`src/rtl/arith_pkg.sv`:
```
// Shared encodings for the arithmetic datapath sequencer: operation codes,
// error codes and the controller state enum.
package arith_pkg;

   typedef enum logic [1:0] {
      OP_ADD = 2'd0,
      OP_SUB = 2'd1,
      OP_MUL = 2'd2,
      OP_DIV = 2'd3
   } op_e;

   localparam logic [1:0] ERR_NONE = 2'd0;
   localparam logic [1:0] ERR_OVF  = 2'd1;
   localparam logic [1:0] ERR_DIV0 = 2'd2;
   localparam logic [1:0] ERR_TMO  = 2'd3;

   typedef enum logic [2:0] {
      ST_IDLE      = 3'd0,
      ST_EXEC      = 3'd1,
      ST_DIV_ISSUE = 3'd2,
      ST_DIV_ARM   = 3'd3,
      ST_DIV_WAIT  = 3'd4,
      ST_DONE      = 3'd5
   } state_e;

endpackage

```
`src/rtl/arith_timeout_cnt.sv`:
```
// Cycle counter with clear/enable; expired is high on the LIMIT-th
// consecutive enabled cycle since the last clear.
module arith_timeout_cnt #(
   parameter int unsigned LIMIT = 63
) (
   input  logic clk,
   input  logic rst,
   input  logic clr,
   input  logic en,
   output logic expired
);

   localparam int unsigned CW = (LIMIT > 1) ? $clog2(LIMIT) : 1;
   localparam logic [CW-1:0] LAST = CW'(LIMIT - 1);

   logic [CW-1:0] cnt_q, cnt_d;

   assign expired = en && (cnt_q == LAST);

   always_comb begin
      cnt_d = cnt_q;
      if (clr) begin
         cnt_d = '0;
      end else if (en && !expired) begin
         cnt_d = cnt_q + 1'b1;
      end
   end

   always_ff @(posedge clk or posedge rst) begin
      if (rst) begin
         cnt_q <= '0;
      end else begin
         cnt_q <= cnt_d;
      end
   end

endmodule

```
`src/rtl/arith_seq_ctrl.sv`:
```
// Sequencer for the shared add/sub/mul/div datapath. Define
// ARITH_SEQ_DIV_TIMEOUT_EN to bound the wait for div_ready (err_code 3).
module arith_seq_ctrl
   import arith_pkg::*;
#(
   parameter int unsigned WIDTH       = 6,
   parameter int unsigned DIV_TIMEOUT = 63
) (
   input  logic               clk,
   input  logic               rst,
   input  logic               start,
   input  logic [1:0]         op,
   input  logic               sign,
   input  logic [WIDTH-1:0]   a,
   input  logic [WIDTH-1:0]   b,
   output logic               busy,
   output logic               done,
   output logic [2*WIDTH-1:0] result,
   output logic               err,
   output logic [1:0]         err_code,
   output logic [WIDTH-1:0]   opa,
   output logic [WIDTH-1:0]   opb,
   input  logic [WIDTH-1:0]   add_sum,
   input  logic [WIDTH-1:0]   sub_rem,
   input  logic               add_ovf,
   input  logic               sub_ovf,
   input  logic [2*WIDTH-1:0] mul_prod,
   output logic               div_start,
   output logic               div_sign,
   input  logic [WIDTH-1:0]   div_q,
   input  logic [WIDTH-1:0]   div_r,
   input  logic               div_ready
);

   state_e             state_q, state_d;
   op_e                op_q, op_d;
   logic [WIDTH-1:0]   opa_q, opa_d, opb_q, opb_d;
   logic               div_sign_q, div_sign_d;
   logic [2*WIDTH-1:0] result_q, result_d;
   logic [1:0]         err_code_q, err_code_d;
   logic               tmo_expired;

`ifdef ARITH_SEQ_DIV_TIMEOUT_EN
   arith_timeout_cnt #(
      .LIMIT (DIV_TIMEOUT)
   ) u_tmo (
      .clk     (clk),
      .rst     (rst),
      .clr     (state_q != ST_DIV_WAIT),
      .en      (state_q == ST_DIV_WAIT),
      .expired (tmo_expired)
   );
`else
   logic unused_div_timeout;
   assign unused_div_timeout = ^DIV_TIMEOUT;
   assign tmo_expired        = 1'b0;
`endif

   always_comb begin
      state_d    = state_q;
      op_d       = op_q;
      opa_d      = opa_q;
      opb_d      = opb_q;
      div_sign_d = div_sign_q;
      result_d   = result_q;
      err_code_d = err_code_q;
      unique case (state_q)
         ST_IDLE: begin
            if (start) begin
               op_d       = op_e'(op);
               opa_d      = a;
               opb_d      = b;
               div_sign_d = sign;
               // Divide-by-zero goes through EXEC so it shares the 2-cycle latency.
               state_d    = (op_e'(op) == OP_DIV && b != '0) ? ST_DIV_ISSUE : ST_EXEC;
            end
         end
         ST_EXEC: begin
            unique case (op_q)
               OP_ADD: begin
                  result_d   = {{WIDTH{1'b0}}, add_sum};
                  err_code_d = add_ovf ? ERR_OVF : ERR_NONE;
               end
               OP_SUB: begin
                  result_d   = {{WIDTH{1'b0}}, sub_rem};
                  err_code_d = sub_ovf ? ERR_OVF : ERR_NONE;
               end
               OP_MUL: begin
                  result_d   = mul_prod;
                  err_code_d = ERR_NONE;
               end
               OP_DIV: begin
                  result_d   = '0;
                  err_code_d = ERR_DIV0;
               end
               default: ;
            endcase
            state_d = ST_DONE;
         end
         ST_DIV_ISSUE: state_d = ST_DIV_ARM;
         ST_DIV_ARM:   state_d = ST_DIV_WAIT;
         ST_DIV_WAIT: begin
            if (div_ready) begin
               result_d   = {div_r, div_q};
               err_code_d = ERR_NONE;
               state_d    = ST_DONE;
            end else if (tmo_expired) begin
               result_d   = '0;
               err_code_d = ERR_TMO;
               state_d    = ST_DONE;
            end
         end
         ST_DONE: state_d = ST_IDLE;
         default: state_d = ST_IDLE;
      endcase
   end

   always_ff @(posedge clk or posedge rst) begin
      if (rst) begin
         state_q    <= ST_IDLE;
         op_q       <= OP_ADD;
         opa_q      <= '0;
         opb_q      <= '0;
         div_sign_q <= 1'b0;
         result_q   <= '0;
         err_code_q <= ERR_NONE;
      end else begin
         state_q    <= state_d;
         op_q       <= op_d;
         opa_q      <= opa_d;
         opb_q      <= opb_d;
         div_sign_q <= div_sign_d;
         result_q   <= result_d;
         err_code_q <= err_code_d;
      end
   end

   assign busy      = (state_q != ST_IDLE);
   assign done      = (state_q == ST_DONE);
   assign div_start = (state_q == ST_DIV_ISSUE);
   assign div_sign  = div_sign_q;
   assign opa       = opa_q;
   assign opb       = opb_q;
   assign result    = result_q;
   assign err_code  = err_code_q;
   assign err       = (err_code_q != ERR_NONE);

endmodule

```
`config.mk`:
```
export PLATFORM = sky130hd
export DESIGN_NAME = arith_seq_ctrl
export DESIGN_NICKNAME = d
export VERILOG_FILES = /design/src/rtl/arith_pkg.sv /design/src/rtl/arith_timeout_cnt.sv /design/src/rtl/arith_seq_ctrl.sv
export SDC_FILE = /design/constraint.sdc
export NUM_CORES = 1
export LEC_CHECK = 0
export BUFFER_PORTS_ARGS = -buffer_cell sky130_fd_sc_hd__buf_2
export CORE_MARGIN = 5
export CORE_UTILIZATION = 42
export CTS_BUF_LIST = sky130_fd_sc_hd__clkbuf_8
export DETAILED_ROUTE_END_ITERATION = 6
export PLACE_DENSITY = 0.82
export SLEW_MARGIN = 40
export SYNTH_ARGS = -nofsm -noshare
export SYNTH_HDL_FRONTEND = slang
export SYNTH_SLANG_ARGS = --single-unit
```
`constraint.sdc`:
```
create_clock -name clk -period 1.68 [get_ports clk]
set_input_delay 0.336 -clock clk [delete_from_list [all_inputs] [get_ports clk]]
set_output_delay 0.336 -clock clk [all_outputs]
set_load 0.03 [all_outputs]
```
==> results of run 1 <==
[logic make-up (layout without fill, tap and decap cells)]
| group | after synthesis | after routing | share of synthesized area |
|---|---|---|---|
| muxes | 36 | 36 | 0.2373 |
| and+or+nand+nor | 34 | 34 | 0.1337 |
| DFF | 32 | 32 | 0.4702 |
| AOI/OAI and AO/OA | 22 | 22 | 0.09552 |
| buffers and inverters | 20 | 112 | 0.06319 |
[metrics by stage]
step                      setup WS [ns]  instances
final                           0.03506        286
after CTS                       0.01369        286
after floorplan                -0.04800        144
after global placement         -0.01538        278
after global routing          0.0002645        286
after detailed placement       -0.05267        278
[what timing repair did]
action                     4_1_cts  5_1_grt
resized for setup                1        5
setup endpoints to repair        6        2
pin swaps                        0        0
[where the power goes]
part	internal [W]	leakage [nW]	switching (W)
Sequential	0.00113	0.393	0.000273
Clock	0.000321	0.0538	0.000267
Combinational	0.00118	0.772	0.00147
Total	0.00263	1.22	0.00201
[per-layer routing]
layer | global-route usage | vias up | share of wire
met5 | 0 | - | 0
met4 | 0.06841 | 0 | 0.019
met3 | 0.08071 | 7 | 0.15
met2 | 0.2382 | 82 | 0.42
met1 | 0.2069 | 668 | 0.41
li1 | - | 703 | -
[worst min path at each step]
stage | to | depth (start not counted) | start | slack [ns]
finish | opb[3] | 3 | rst | 0.13
floorplan | div_sign | 1 | rst | 0.45
global placement | opa[3] | 3 | rst | 0.44
CTS | opa[2] | 3 | rst | 0.13
global route | opb[3] | 3 | rst | 0.16
detailed placement | opb[3] | 3 | rst | 0.44
[cell type report]
| cell class | count | area share |
|---|---|---|
| multi-input combinational | 92 | 0.3496 |
| sequential | 32 | 0.3474 |
| timing repair buffer | 95 | 0.2222 |
| clock buffer | 6 | 0.03577 |
| tap | 50 | 0.02710 |
| inverter | 9 | 0.01463 |
| clock inverter | 2 | 0.003252 |
[flip-flops by register name, summed over array words and instances, names as in the netlist]
register  cells
opa           6
div_sign      1
opb           6
result       12
state_q       3
err_code      2
op_q          2
[layout by cell type, fill, tap and decap left out]
master | Yosys | routed
nor3b_1 | 1 | 1
a21oi_1 | 7 | 7
dfrtp_1 | 32 | 31
mux2i_1 | 7 | 7
o211ai_1 | 7 | 7
nor2_1 | 2 | 2
dfrtp_2 | 0 | 1
or3_4 | 0 | 1
mux2_2 | 27 | 27
or2_2 | 2 | 2
or3b_4 | 0 | 1
nor3_1 | 1 | 1
clkbuf_8 | 0 | 6
and3_1 | 2 | 2
a32o_1 | 6 | 6
mux2_4 | 2 | 2
nand2b_1 | 1 | 1
or3b_2 | 1 | 1
nand2_1 | 5 | 5
nor2_4 | 0 | 1
or4_1 | 1 | 1
nor4b_1 | 1 | 1
buf_2 | 2 | 85
nand3b_1 | 7 | 7
buf_4 | 1 | 9
a21o_1 | 1 | 1
inv_1 | 9 | 11
and3b_1 | 6 | 6
buf_12 | 0 | 1
a21boi_0 | 1 | 1
nor4_1 | 1 | 1
[critical path, stage by stage (launching register included)]
cell and delay, ns:
dfrtp_1 0.42, or3_4 0.43, buf_4 0.18
==> reports/qor.txt, run 1 <==
register-to-register setup slack - 0.08 ns
DP HPWL - 3270 µm
Avg Inst Size Synth - 11.83 µm²
Fin Setup TNS - 0 ns
number of flops mapped to enable cells by yosys - 0
initial antenna violation count - 0
max_slew headroom - 0.5617
DR iter-0 viols - 77
RSZ-0062 raised after global routing - false
port buffer count - 87
Reg-to-Reg Start - state_q[0]
synth top area cells - dfrtp_1 47%, mux2_2 18%, mux2i_1 4.1%, a32o_1 3.5%, nand3b_1 3.1%
Root Buffer - clkbuf_8
multi-input logic area - 807.0 µm²
hold buffers post-CTS - 0
Fin. Hold Viols - 0
RR Endpoint - result[11]
largest area contributor in the netlist - dfrtp_1
most instantiated cells after synthesis - 32 x dfrtp_1, 27 x mux2_2, 9 x inv_1
I/O Pins - 88
critical path endpoint category - output port
global-route wire length before repair - 6775 µm
routed vias/inst - 5.105
largest net degree at the start of global routing - 33
Clock Skews - 0.001910 ns
Antenna Nets Post-Route - 0
Row Count - 23
initial core utilization - 0.4288
Layout Utilization - 0.5813
Die Span Y - 73.68 µm
Post-CTS Setup Bufs - 0
Synth Register Bits - 32
Nets - 292
synthesized area - 0.001703 mm²
CTS tree - built
most numerous cell in the Yosys netlist - dfrtp_1
post-synthesis cell count - 144
die area - 0.005428 mm²
All-Layer GR Usage - 0.1641
vias - 1460
Area growth syn-to-layout - 35.56%
number of global-route vias before repair - 1481
Clock Path Buffers - 2
PwrDens - 2010 mW/mm²
Yosys cell types - 31
synth warn - 0
Worst Tran Pin Value - 0.6575 ns
Tmin final - 1.645 ns
gpl congestion - 0.7945
DRC - 0
max-cap viol count - 0
total power - 0.004640 W
clock latency at the later pin of the worst-skew pair - 0.28 ns
Clk pin slew, worst setup/hold paths - 0.06 ns
routed wire length per instance - 14.93 µm
share of post-route cells with drive strength above 1 - 0.5805
Post-DP Area - 0.002210 mm²
Async S/R FF share, synth - 1.000
Hold Slack - 0.1267 ns
DIE WIDTH - 73.68 µm
Pre-antenna DRT Iters - 4
fin crit share - 0.9791
Synth Flop Type - dfrtp_1
CTS buffer count - 5
critical path class - register to output port
worst min path class - primary input to async pin
CP Capture Point - busy
syn nets - 201
top-area cell type share of the netlist area - 0.4702
CTS sink count - 32
detailed-route wire length - 4271 µm
final setup violation count - 0
total core area - 0.003971 mm²
n_diodes - 0
grt total ovfl - 0
WP data arrival - 1.31 ns
crit path launch - state_q[2]
# H-tree levels - 2
FILL cells - 339
CP required - 1.34 ns
final instance area - 0.002308 mm²
leak pwr - 1.219 nW
Reg2Reg Depth - 3
count of final max-slew check failures - 0
sequential fraction of the synthesis area - 0.4702
Worst VDD drop - 1079 µV
Max Clock Freq - 607.9 MHz
outcome - finished clean
Setup crit start kind - register
worst-path maximum fanout - 6
Reg area - 802.0 µm²
(Power assumes the default switching activity.)
==> inputs of run 2 (changes only) <==
Settings changed: PLACE_DENSITY 0.82 to 0.76, SYNTH_HIERARCHICAL from default to 1.
==> run 2 against run 1 <==
Against the previous run: routed wire length increased by 3.6%; critical endpoint unchanged; via count is 1.5% higher; synthesized cell count unchanged; highest routed layer unchanged; largest cell class unchanged; register-to-register slack about the same.
==> reports/qor.txt, run 2 <==
outcome - finished clean
Post-CTS Setup Bufs - 0
Largest delay share family, worst path - simple AND/OR/NAND/NOR gates
Crit-path slowest cell - or3_4
Reg-to-Reg Start - state_q[0]
DP HPWL - 3533 µm
max-cap viol count - 0
Reg2Reg Depth - 4
CTS buffer count - 5
most frequent cells in the layout - 86 x buf_2, 32 x dfrtp_1, 27 x mux2_2
routed wire length per instance - 15.21 µm
n_diodes - 0
post-synthesis cell count - 144
placed insts - 283
I/O Pins - 88
CP Cell Sequence - or3_4 > buf_6
gpl congestion - 0.8246
Fin. Hold Viols - 0
total core area - 0.003971 mm²
final setup violation count - 0
die area - 0.005428 mm²
critical path endpoint category - output port
All-Layer GR Usage - 0.1649
register-to-register setup slack - 0.07 ns
max_slew headroom - 0.6385
Nets - 297
Clock Skews - 0.006105 ns
max incr delay on CP - 0.44 ns
Root Buffer - clkbuf_8
worst-path maximum fanout - 5
Setup crit start kind - register
DIE WIDTH - 73.68 µm
vias - 1482
largest area contributor in the netlist - dfrtp_1
fin crit share - 0.9648
FILL cells - 358
PwrDens - 2055 mW/mm²
grt total ovfl - 0
Yosys cell types - 31
top-area cell type share of the netlist area - 0.4702
syn nets - 201
most instantiated cells after synthesis - 32 x dfrtp_1, 27 x mux2_2, 9 x inv_1
number of flops mapped to enable cells by yosys - 0
Row Count - 23
CP required - 1.34 ns
Avg Inst Size Synth - 11.83 µm²
RSZ-0062 raised after global routing - false
Worst VDD drop - 1350 µV
share of post-route cells with drive strength above 1 - 0.5975
Tmin final - 1.621 ns
critical path class - register to output port
DRC - 0
Async S/R FF share, synth - 1.000
Die Span Y - 73.68 µm
synth top area cells - dfrtp_1 47%, mux2_2 18%, mux2i_1 4.1%, a32o_1 3.5%, nand3b_1 3.1%
Pre-antenna DRT Iters - 4
WP data arrival - 1.28 ns
commonest non-fill, non-tap cell in the layout - buf_2
Clock Path Buffers - 2
Synth Flop Type - dfrtp_1
WP buf/inv - 1
hold buffers post-CTS - 0
Fin Setup TNS - 0 ns
CTS tree - built
initial core utilization - 0.4288
fin cells - 291
most numerous cell in the Yosys netlist - dfrtp_1
RR Endpoint - opb[5]
global-route wire length before repair - 6865 µm
routed vias/inst - 5.093
Area growth syn-to-layout - 38.35%
number of global-route vias before repair - 1545
clock latency at the later pin of the worst-skew pair - 0.28 ns
Layout Utilization - 0.5933
worst min path class - primary input to async pin
synthesized area - 0.001703 mm²
largest net degree at the start of global routing - 33
DR iter-0 viols - 47
Synth Register Bits - 32
Worst Tran Pin Value - 0.5423 ns
count of final max-slew check failures - 0
detailed-route wire length - 4425 µm
# H-tree levels - 2
Clk pin slew, worst setup/hold paths - 0.07 ns
port buffer count - 87
sequential fraction of the synthesis area - 0.4702
leak pwr - 1.243 nW
synth warn - 6
Largest register FFs - 12
CTS sink count - 32
Max Clock Freq - 616.9 MHz
initial antenna violation count - 0
Antenna Nets Post-Route - 0
-- run 2: layout make-up --
| cell class | instances | area, µm² | share of cell area |
|---|---|---|---|
| tap | 50 | 62.56 | 0.02655 |
| timing repair buffer | 100 | 539.3 | 0.2289 |
| clock inverter | 3 | 42.54 | 0.01806 |
| clock buffer | 5 | 68.82 | 0.02921 |
| multi-input combinational | 92 | 808.3 | 0.3431 |
| sequential | 32 | 800.8 | 0.3399 |
| inverter | 9 | 33.78 | 0.01434 |
-- run 2: how the worst max path moves through the flow --
stage | start | endpoint | slack [ns] | cells after the start
after floorplan | state_q[2] | div_sign | -0.05 | 5
after global placement | state_q[0] | result[6] | 0.02 | 3
after detailed placement | state_q[0] | result[6] | -0.04 | 3
after CTS | state_q[2] | busy | 0.01 | 2
after global routing | state_q[2] | div_start | 0.004 | 5
final | state_q[0] | busy | 0.06 | 2
-- run 2: tightest hold or removal path: cells and delay by family --
| family | cells | cell delay, ns |
|---|---|---|
| buffers and inverters | 3 | 0.48 |
-- run 2: cells by family (layout without fill, tap and decap cells) --
kind of cell | Yosys count | after routing | synth area share
mux | 36 | 36 | 0.2373
simple gates | 34 | 34 | 0.1337
flops | 32 | 32 | 0.4702
compound gates | 22 | 22 | 0.09552
buf+inv | 20 | 117 | 0.06319
-- run 2: timing repair --
| action | CTS | global route |
|---|---|---|
| pin swaps | 0 | 1 |
| cloned | 0 | 0 |
| setup endpoints to repair | 2 | 6 |
| gates resized for setup | 1 | 4 |
-- run 2: per-stage QoR --
step           setup WS, ns  instance area (µm²)  hold slack [ns]  total power, W
2_1_floorplan      -0.04800                 1723           0.4522        0.003416
3_3_place_gp        0.01732                 2235           0.4390        0.004067
3_5_place_dp       -0.03793                 2235           0.4434        0.004140
4_1_cts             0.01017                 2349           0.1378        0.004889
5_1_grt            0.004498                 2356           0.1549        0.005150
6_report            0.05908                 2356           0.1226        0.004843
-- run 2: power breakdown --
part	leakage, nW	internal (W)	total [W]	switching (W)
clock network	0.0541	0.000438	0.000713	0.000275
registers	0.394	0.00113	0.00143	0.000298
logic	0.795	0.00123	0.00270	0.00147
total	1.24	0.00280	0.00484	0.00204
-- run 2: per-layer routing --
| metal | GRT usage | wire [µm] | vias up |
|---|---|---|---|
| li1 | - | - | 709 |
| met3 | 0.05335 | 498 | 7 |
| met1 | 0.1956 | 1820 | 691 |
| met5 | 0 | 0 | - |
| met2 | 0.2746 | 2046 | 75 |
| met4 | 0.06640 | 59 | 0 |
==> inputs of run 3 (changes only) <==
Settings changed: ABC_AREA from default to 1.
==> run 3 against run 2 <==
Against the previous run: sequential power is 6% lower; largest cell class unchanged; cell count is 28% higher; critical endpoint unchanged; count of clock-buffer cells in the layout stayed put.
==> reports/qor.txt, run 3 <==
initial antenna violation count - 0
total core area - 0.004000 mm²
n_diodes - 0
pre-CTS setup slack - 0.2401 ns
FILL cells - 382
I/O Pins - 88
final setup violation count - 0
most frequent cells in the layout - 87 x buf_2, 86 x nand2_1, 47 x nand3_1
gpl congestion - 0.8524
Worst Tran Pin Value - 0.4050 ns
Synth Area in Compound Gates - 0.04772
top-area cell type share of the netlist area - 0.4628
Clock Path Buffers - 2
critical path class - register to output port
Adder-Cell Fraction of Synth Area - 0
CTS buffer count - 5
count of final max-slew check failures - 0
port buffer count - 87
Async S/R FF share, synth - 1.000
Synth Register Bits - 32
clock latency at the later pin of the worst-skew pair - 0.28 ns
# H-tree levels - 2
Fin Setup TNS - 0 ns
register-to-register setup slack - 0.18 ns
sequential fraction of the synthesis area - 0.4628
routed wire length per instance - 11.98 µm
initial core utilization - 0.4326
Reg-to-Reg Start - state_q[1]
commonest non-fill, non-tap cell in the layout - buf_2
multi-input logic area - 805.8 µm²
Avg Inst Size Synth - 7.524 µm²
grt total ovfl - 0
Yosys cell types - 21
global-route wire length before repair - 7417 µm
Reg area - 800.8 µm²
Root Buffer - clkbuf_8
largest family of logic cells by synthesized area - simple AND/OR/NAND/NOR gates
All-Layer GR Usage - 0.1756
share of post-route cells with drive strength above 1 - 0.3622
WP data arrival - 1.20 ns
worst min path class - primary input to async pin
Row Count - 23
Reg2Reg Depth - 8
Fin. Hold Viols - 0
hold buffers post-CTS - 0
Clk pin slew, worst setup/hold paths - 0.07 ns
CP required - 1.34 ns
simple-gate share of the synthesized area - 0.4179
max incr delay on CP - 0.45 ns
Pre-antenna DRT Iters - 4
RSZ-0062 raised after global routing - false
DP HPWL - 3445 µm
post-synthesis mux area share - 0
Area growth syn-to-layout - 34.49%
Worst VDD drop - 1025 µV
outcome - finished clean
Resized Gates After CTS - 0
Post-CTS Setup Bufs - 0
vias - 1795
DRC - 0
Max Clock Freq - 649.8 MHz
number of global-route vias before repair - 1705
Nets - 379
worst-path maximum fanout - 5
max_slew headroom - 0.7300
routed vias/inst - 4.812
max-cap viol count - 0
CTS tree - built
CP Cell Sequence - nor2_4 > nand2_4 > buf_2
synth top area cells - dfrtp_1 46%, nand2_1 19%, nand3_1 14%, nand2_4 3.9%, nor2_1 3.3%
number of flops mapped to enable cells by yosys - 0
Setup crit start kind - register
synth warn - 6
DR iter-0 viols - 124
Crit-path slowest cell - dfrtp_1
total power - 0.004628 W
critical path endpoint category - output port
synthesized area - 0.001730 mm²
most numerous cell in the Yosys netlist - nand2_1
Clock Skews - 0.005706 ns
Antenna Nets Post-Route - 0
most instantiated cells after synthesis - 86 x nand2_1, 47 x nand3_1, 32 x dfrtp_1
PwrDens - 1989 mW/mm²
largest area contributor in the netlist - dfrtp_1
Largest register FFs - 12
post-synthesis cell count - 230
CTS sink count - 32
Tmin final - 1.539 ns
syn nets - 287
Die Span Y - 74.19 µm
detailed-route wire length - 4469 µm
RR Endpoint - result[8]
leak pwr - 1.401 nW
die area - 0.005503 mm²
largest net degree at the start of global routing - 33
Synth Flop Type - dfrtp_1
setup slack after layout - 0.1410 ns
fin crit share - 0.9160
DIE WIDTH - 74.19 µm
xor/xnor share of the synthesized area - 0
==> run 3: critical path: cells and delay by family (launching register included) <==
| family | cells | cell delay, ns |
|---|---|---|
| buffers and inverters | 1 | 0.18 |
| DFF | 1 | 0.45 |
| and+or+nand+nor | 2 | 0.29 |
==> run 3: per-layer routing <==
layer | GRT usage | part of all wire
met1 | 0.2298 | 0.43
met2 | 0.2687 | 0.46
met3 | 0.07838 | 0.11
met4 | 0.04024 | 0.0069
met5 | 0 | 0
==> run 3: area by class of cell <==
class	count	area share
clock buffer	5	0.02957
multi-input combinational	175	0.3462
sequential	32	0.3441
timing repair buffer	93	0.2118
clock inverter	3	0.01667
tap	50	0.02688
inverter	15	0.02473
==> run 3: through the flow <==
step / cell area (µm²) / utilization / cells / hold WS [ns]
floorplan: 1730 / - / 230 / 0.4522
global placement: 2192 / 0.5480 / 363 / 0.4365
finish: 2327 / 0.5818 / 373 / 0.1257
CTS: 2300 / 0.5749 / 371 / 0.1372
global route: 2327 / 0.5818 / 373 / 0.1612
detailed placement: 2192 / 0.5480 / 363 / 0.4414
==> run 3: how the worst max path moves through the flow <==
stage	from	end	slack, ns	depth (start not counted)
after floorplan	state_q[2]	done	0.12	3
after global placement	state_q[1]	op_q[0]	0.28	6
after detailed placement	state_q[1]	result[8]	0.24	7
after CTS	state_q[1]	busy	0.03	3
after global routing	state_q[1]	result[8]	0.06	8
final	state_q[1]	busy	0.14	3
==> run 3: where the power goes <==
group / leakage [nW] / switching (W) / total (W) / internal [W]
Clock: 0.0593 / 0.000273 / 0.000706 / 0.000433
Sequential: 0.403 / 0.000250 / 0.00135 / 0.00110
Combinational: 0.939 / 0.00176 / 0.00257 / 0.000813
==> run 3: logic make-up (layout without fill, tap and decap cells) <==
group / after synthesis / after routing
AOI/OAI and AO/OA: 15 / 15
buffers and inverters: 23 / 116
DFF: 32 / 32
and+or+nand+nor: 160 / 160
